**config.mk**
```make
export PLATFORM = sky130hd
export DESIGN_NAME = imem_loader
export DESIGN_NICKNAME = d
export VERILOG_FILES = /design/src/rtl/imem_loader.sv
export SDC_FILE = /design/constraint.sdc
export NUM_CORES = 1
export LEC_CHECK = 0
export ABC_AREA = 1
export CAP_MARGIN = 40
export CORE_MARGIN = 4
export CORE_UTILIZATION = 41
export DETAILED_ROUTE_END_ITERATION = 8
export PLACE_DENSITY = 0.71
export SYNTH_ARGS = -nofsm -noshare
export SYNTH_HDL_FRONTEND = slang
export SYNTH_SLANG_ARGS = --single-unit
```
**constraint.sdc**
```tcl
create_clock -name clk -period 2.1 [get_ports clk]
set_clock_uncertainty 0.15 [all_clocks]
set_input_delay 0.21 -clock clk [delete_from_list [all_inputs] [get_ports clk]]
set_output_delay 0.21 -clock clk [all_outputs]
set_load 0.1 [all_outputs]
```
**src/rtl/imem_loader.sv**
```systemverilog
// Byte-stream program loader: frames of N 16-bit instructions plus an XOR checksum
// are written into the instruction memory while the processor is held in reset.
module imem_loader #(
    parameter int ADDR_W = 5,
    parameter int BYTE_W = 8
) (
    input  logic                  clk,
    input  logic                  reset,
    input  logic                  restart,
    input  logic                  in_valid,
    input  logic [BYTE_W-1:0]     in_data,
    output logic                  in_ready,
    output logic                  imem_we,
    output logic [ADDR_W-1:0]     imem_addr,
    output logic [2*BYTE_W-1:0]   imem_wdata,
    output logic                  cpu_reset,
    output logic                  load_done,
    output logic                  load_err,
    output logic [ADDR_W:0]       inst_count
);

    localparam int DEPTH = 2 ** ADDR_W;

    typedef enum logic [2:0] {
        IDLE,
        HI,
        LO,
        CHK,
        DONE,
        ERR
    } state_t;

    state_t                r_state;
    state_t                w_next;
    logic [BYTE_W-1:0]     r_upper;
    logic [BYTE_W-1:0]     r_acc;
    logic [ADDR_W:0]       r_n;
    logic [ADDR_W:0]       r_count;
    logic                  r_we;
    logic [ADDR_W-1:0]     r_addr;
    logic [2*BYTE_W-1:0]   r_wdata;
    logic                  r_cpu_reset;

    logic                  w_xfer;
    logic                  w_hdr_bad;
    logic                  w_last;

    // restart wins over a simultaneous byte, so the byte is never consumed
    assign w_xfer    = in_valid && in_ready && !restart;
    assign w_hdr_bad = (in_data == '0) || ({1'b0, in_data} > (BYTE_W + 1)'(DEPTH));
    assign w_last    = ((r_count + (ADDR_W + 1)'(1)) == r_n);

    assign in_ready   = (r_state == IDLE) || (r_state == HI) ||
                        (r_state == LO)   || (r_state == CHK);
    assign load_done  = (r_state == DONE);
    assign load_err   = (r_state == ERR);
    assign imem_we    = r_we;
    assign imem_addr  = r_addr;
    assign imem_wdata = r_wdata;
    assign cpu_reset  = r_cpu_reset;
    assign inst_count = r_count;

    // NOTE: combinational block assigns its output a default first so no latch is inferred.
    always_comb begin
        w_next = r_state;
        if (restart) begin
            w_next = IDLE;
        end else begin
            case (r_state)
                IDLE:    if (w_xfer) w_next = w_hdr_bad ? ERR : HI;
                HI:      if (w_xfer) w_next = LO;
                LO:      if (w_xfer) w_next = w_last ? CHK : HI;
                CHK:     if (w_xfer) w_next = (in_data == r_acc) ? DONE : ERR;
                default: w_next = r_state;
            endcase
        end
    end

    // NOTE: sequential state uses non-blocking assignments so all registers update together.
    always_ff @(posedge clk or negedge reset) begin
        if (!reset) begin
            r_state     <= IDLE;
            r_upper     <= '0;
            r_acc       <= '0;
            r_n         <= '0;
            r_count     <= '0;
            r_we        <= 1'b0;
            r_addr      <= '0;
            r_wdata     <= '0;
            r_cpu_reset <= 1'b1;
        end else begin
            r_state     <= w_next;
            r_we        <= 1'b0;
            // Released only after a full cycle in DONE; re-asserted as soon as DONE is left
            r_cpu_reset <= !((r_state == DONE) && (w_next == DONE));
            if (restart) begin
                r_count <= '0;
            end else if (w_xfer) begin
                case (r_state)
                    IDLE: begin
                        r_n     <= in_data[ADDR_W:0];
                        r_acc   <= '0;
                        r_count <= '0;
                    end
                    HI: begin
                        r_upper <= in_data;
                        r_acc   <= r_acc ^ in_data;
                    end
                    LO: begin
                        r_acc   <= r_acc ^ in_data;
                        r_we    <= 1'b1;
                        r_wdata <= {r_upper, in_data};
                        r_addr  <= r_count[ADDR_W-1:0];
                        r_count <= r_count + (ADDR_W + 1)'(1);
                    end
                    default: ;
                endcase
            end
        end
    end

endmodule

```
==> run metrics, run 1 <==
status finished clean; Syn-to-layout area delta 22.5%; max-slew violations 0; worst IR drop on VDD 538 uV; post-route ant nets 0; setup TNS 0 ns; YS warnings 0; IO Port Bufs 43; syn_nets 301; Worst Max-Slew Pin Slew 0.564 ns; Area contributors post-synth dfrtp_1 (53%), nand2_1 (12%), o21ai_0 (6.4%); most frequent cells in the layout nand2_1 (78), dfrtp_1 (51), buf_4 (34); clock-pin slew on the worst setup and hold paths 0.09 ns; TritonCTS buffer count 5; share of synthesized registers carrying an async set or reset 1.00; CP endpoint kind register; Worst Path Required 2.17 ns; iteration count of the initial detailed-routing pass 6; path type of the worst min-delay path primary input to asynchronous set/reset pin; DRT iter0 DRCs 62; routability cong. 0.841; post-DR wirelength/cell 12.6 um; CTS root buffer clkbuf_8; core area 5920 um^2; Vias 1964; Starting Density 0.422; synthesized area per cell 8.68 um^2; sw power ~1.1 mW; leakage roughly 1.5 nW; unrepaired setup endpoints after global routing no; most common cell after layout, fill and taps aside nand2_1; sequential fraction of the synthesis area 0.541; hold violation count in the final report 0; WL final 5170 um; detailed placer's ending HPWL between 3000 and 4000 um; placed inst area 2970 um^2; GRT overflow 0; CP Data Arrival Time approximately 1.9 ns; Top cell by count, worst path nand2_1; Critical-path top delay cell dfrtp_2; sequential share of power 0.467; CTS tree yes; Post-CTS Resized 0; Via density 4.77; Cell variety after synth 27; Switching Share 0.401; cells after synthesis 288; Power Density 904 nW/um^2; Min Clock Period, post-route 1.84 ns; clock sinks between 50 and 60; # setup viols final 0; largest net degree at the start of global routing 32; first-pass GRT wire length 8910 um; die height 86.1 um; CP peak stage delay 0.47 ns; Gate power share 0.331; Post-synth EDFFs 0; I/O Pins 44; clock power share 0.202; post-route cell area 3060 um^2; period utilisation layout 0.876; H-tree depth 2; CP Max Fanout 7; leading area contributor after synthesis dfrtp_1; Rel. slew slack 0.624; hold buffers post-CTS 1; Worst Setup Path Type register to register; layout cells sized above 1 0.202; startpoint types register; worst reg2reg path depth 11; Die ar. 7410 um^2; Top FF cell, synth dfrtp_1; postcts setup bufs 0; MaxCap Viol Count 0; Yosys reg bits 54; internal power ~1.7 mW; fmax roughly 0.54 GHz; ant diodes 0; die width 86.1 um; DRC 0; initial antenna violation count 0; Yosys top cell area share 0.530; Global Route Usage Sum 0.153; latest clock arrival within the worst-skew pair 0.30 ns; nets@finish 349; number of core rows 28; Syn Std Cell Area between 2000 and 3000 um^2; cells along the critical path ha_1 > inv_1 > nand2_1 > nand2_1 > nor2_1 > nand3_1 > nor2_1 > nand3_1 > nand2_1 > nand2_1 > a21oi_1; vias in the first global route 1953; CTS Buffer Depth 2
[worst max-delay path, delay by kind of cell (launching register included)]
family | cells | cell delay [ns]
and+or+nand+nor | 8 | 0.62
DFF | 1 | 0.47
adders and majority gates | 1 | 0.32
AOI/OAI and AO/OA | 1 | 0.14
buffers and inverters | 1 | 0.07
[synth_stat cells (all sizes together), types with 2 or more instances]
| cell type | count |
|---|---|
| o22ai | 4 |
| nor3 | 4 |
| nand4 | 2 |
| nand3 | 15 |
| inv | 36 |
| buf | 7 |
| o21bai | 2 |
| xnor2 | 4 |
| nand2 | 84 |
| dfrtp | 53 |
| o21ai | 42 |
| a21oi | 8 |
| xor2 | 4 |
| nor2 | 18 |
[cells by family after synthesis]
group           synth area share
fa+ha+maj                0.00500
xor+xnor                  0.0280
simple gates               0.222
flops                      0.541
compound gates             0.129
buf+inv                   0.0760
[through the flow]
| step | setup slack (ns) | total power [mW] | cells | utilization | hold WS [ns] |
|---|---|---|---|---|---|
| finish | 0.260 | 2.77 | 412 | 0.518 | 0.274 |
| global route | 0.103 | 2.93 | 412 | 0.518 | 0.313 |
| CTS | 0.236 | 2.80 | 412 | 0.518 | 0.285 |
| detailed placement | 0.125 | 2.24 | 403 | 0.501 | 0.0806 |
| global placement | 0.180 | 2.22 | 403 | 0.501 | 0.0769 |
| floorplan | 0.0171 | 2.00 | 288 | - | -0.236 |
[final cells by class]
type,instances,area (um^2)
Sequential cell,54,1360
Inverter,36,135
Timing Repair Buffer,49,430
Clock buffer,6,72.6
Clock inverter,2,13.8
Fill cell,593,2860
Multi-Input combinational cell,190,963
Tap cell,75,93.8
[power by group through the flow]
stage / sequential, mW / clock [mW] / combinational (mW)
after global routing: 1.32 / 0.630 / 0.986
after floorplan: 1.73 / 0 / 0.266
after CTS: 1.29 / 0.583 / 0.927
after global placement: 1.31 / 0 / 0.911
after detailed placement: 1.31 / 0 / 0.924
final: 1.29 / 0.561 / 0.918
[sequential cells by signal (all words and copies together), names as in the netlist]
signal	flops
cpu_reset	1
imem_addr	5
imem_wdata	16
imem_we	1
inst_count	6
r_acc	8
r_n	6
r_state	3
r_upper	8
[path summary, 6_finish.rpt]
kind / startpoint / endpoint / slack (ns)
worst max-delay path: inst_count[0] / r_state[1] / 0.26
worst min-delay path: reset / imem_addr[0] / 0.27
worst max register to register: inst_count[0] / r_state[1] / 0.26
worst min register to register: imem_wdata[13] / imem_wdata[13] / 0.33
max in group asynchronous: reset / cpu_reset / 0.89
min in group clk: imem_wdata[13] / imem_wdata[13] / 0.33
[per-layer routing]
layer | wire, um | share of wire | vias to the layer above | GRT usage
met2 | 2490 | 0.48 | 34 | 0.251
met1 | 2340 | 0.45 | 909 | 0.195
met5 | 0 | 0 | - | 0
met4 | 76 | 0.015 | 0 | 0.0504
li1 | - | - | 1015 | -
met3 | 267 | 0.052 | 6 | 0.0423
(Power assumes the default switching activity.)
==> run 2, diff against run 1 <==
--- a/config.mk
+++ b/config.mk
@@ -10,7 +10,9 @@
 export CORE_MARGIN = 4
 export CORE_UTILIZATION = 41
 export DETAILED_ROUTE_END_ITERATION = 8
+export GPL_ROUTABILITY_DRIVEN = 0
 export PLACE_DENSITY = 0.71
+export RECOVER_POWER = 100
 export SYNTH_ARGS = -nofsm -noshare
 export SYNTH_HDL_FRONTEND = slang
 export SYNTH_SLANG_ARGS = --single-unit
==> run 2 against run 1 <==
Sequential share of layout area rose by 2.0 points. Critical path depth fell by 6. Setup slack got worse by 0.030 ns. Count of clock-buffer cells in the layout did not move. Power fell by 2.0%. Sequential power barely moved. Global-route usage did not move. Cell count did not move.
==> run metrics, run 2 (synthesized netlist as in run 1, its figures left out) <==
latest clock arrival within the worst-skew pair 0.30 ns; number of core rows 28; post-DR wirelength/cell approximately 13 um; Via density 4.75; MaxCap Viol Count 0; Syn-to-layout area delta 17.2%; clock-pin slew on the worst setup and hold paths 0.09 ns; internal power 1.61 mW; Starting Density 0.422; first-pass GRT wire length 8910 um; Die ar. 7410 um^2; leakage 1.49 nW; clock power share 0.207; layout cells sized above 1 0.172; sequential share of power 0.475; sw power 1.10 mW; initial antenna violation count 0; CTS Buffer Depth 2; CP Max Fanout 6; core area 5920 um^2; hold_ws about 0.26 ns; CP Launch Point r_state[0]; unrepaired setup endpoints after global routing no; Vias around 2k; clock sinks between 50 and 60; Global Route Usage Sum 0.153; worst IR drop on VDD approximately 520 uV; most common cell after layout, fill and taps aside nand2_1; die width 86.1 um; largest net degree at the start of global routing 32; Worst Setup Path Type register to output port; worst r2r src inst_count[0]; max-slew violations 0; CP Data Arrival Time 1.51 ns; Switching Share 0.407; FF-to-FF End r_state[1]; # setup viols final 0; placed inst area 2970 um^2; CP endpoint kind output port; reg2reg setup slack 0.25 ns; die height 86.1 um; period utilisation layout 0.890; DRT iter0 DRCs between 50 and 60; Worst Max-Slew Pin Slew ~0.75 ns; CTS root buffer clkbuf_8; startpoint types register; post-route cell area 2930 um^2; most frequent cells in the layout nand2_1 (83), dfrtp_1 (52), o21ai_0 (42); Worst Path Required 1.74 ns; WL final 5170 um; ant diodes 0; flip-flop count of the largest register after layout 16; Gate power share 0.318; Rel. slew slack 0.500; I/O Pins 44; Power Density between 900 and 1000 nW/um^2; Min Clock Period, post-route 1.87 ns; CTS tree yes; detailed placer's ending HPWL between 3000 and 4000 um; worst reg2reg path depth 11; fin util 0.495; nets@finish 349; fmax 0.535 GHz; iteration count of the initial detailed-routing pass 4; IO Port Bufs 43; hold violation count in the final report 0; setup TNS 0 ns; post-route ant nets 0; DRC 0; status finished clean; vias in the first global route 1953; Filler Cells Inserted 616; TritonCTS buffer count 5; path type of the worst min-delay path primary input to asynchronous set/reset pin; GRT overflow 0; H-tree depth 2
run 2: timing repair:
item,4_1_cts,5_1_grt
buffers inserted,0,0
endpoints found under the hold margin,23,0
resized for setup,0,0
hold buffers,1,0
run 2: how the worst max path moves through the flow:
stage | depth (start not counted) | endpoint
after floorplan | 8 | r_state[1]
after CTS | 11 | r_state[1]
after global placement | 8 | imem_wdata[15]
final | 5 | load_err
after detailed placement | 8 | imem_wdata[12]
after global routing | 8 | imem_wdata[2]
run 2: final cells by class:
cell class / count / area [um^2] / share of cell area
tap: 75 / 93.8 / 0.0320
clock buffer: 6 / 72.6 / 0.0248
sequential: 54 / 1350 / 0.462
clock inverter: 2 / 13.8 / 0.00469
timing repair buffer: 49 / 323 / 0.110
inverter: 36 / 135 / 0.0461
multi-input combinational: 190 / 940 / 0.321
run 2: through the flow:
stage          power [mW]  worst slack (ns)  instances
6_report             2.71             0.231        412
5_1_grt              2.88            0.0756        412
3_3_place_gp         2.22             0.180        403
3_5_place_dp         2.24             0.125        403
4_1_cts              2.80             0.236        412
2_1_floorplan        2.00            0.0171        288
run 2: power by group through the flow:
stage,sequential (mW),combinational (mW),clock [mW]
after floorplan,1.73,0.266,0
after global placement,1.31,0.911,0
after detailed placement,1.31,0.924,0
after CTS,1.29,0.927,0.583
after global routing,1.31,0.934,0.630
final,1.29,0.863,0.561
run 2: critical path, cell delays in order, from the launching register on:
cell and delay (ns):
dfrtp_1 0.45, inv_1 0.08, nor2_1 0.09, inv_1 0.09, nor2_2 0.08, buf_2 0.42
run 2: metal layers:
layer / global-route usage / wire length (um) / up-vias
met1: 0.195 / 2380 / 901
met4: 0.0504 / 76 / 0
met5: 0 / 0 / -
li1: - / - / 1015
met2: 0.251 / 2450 / 34
met3: 0.0423 / 263 / 6
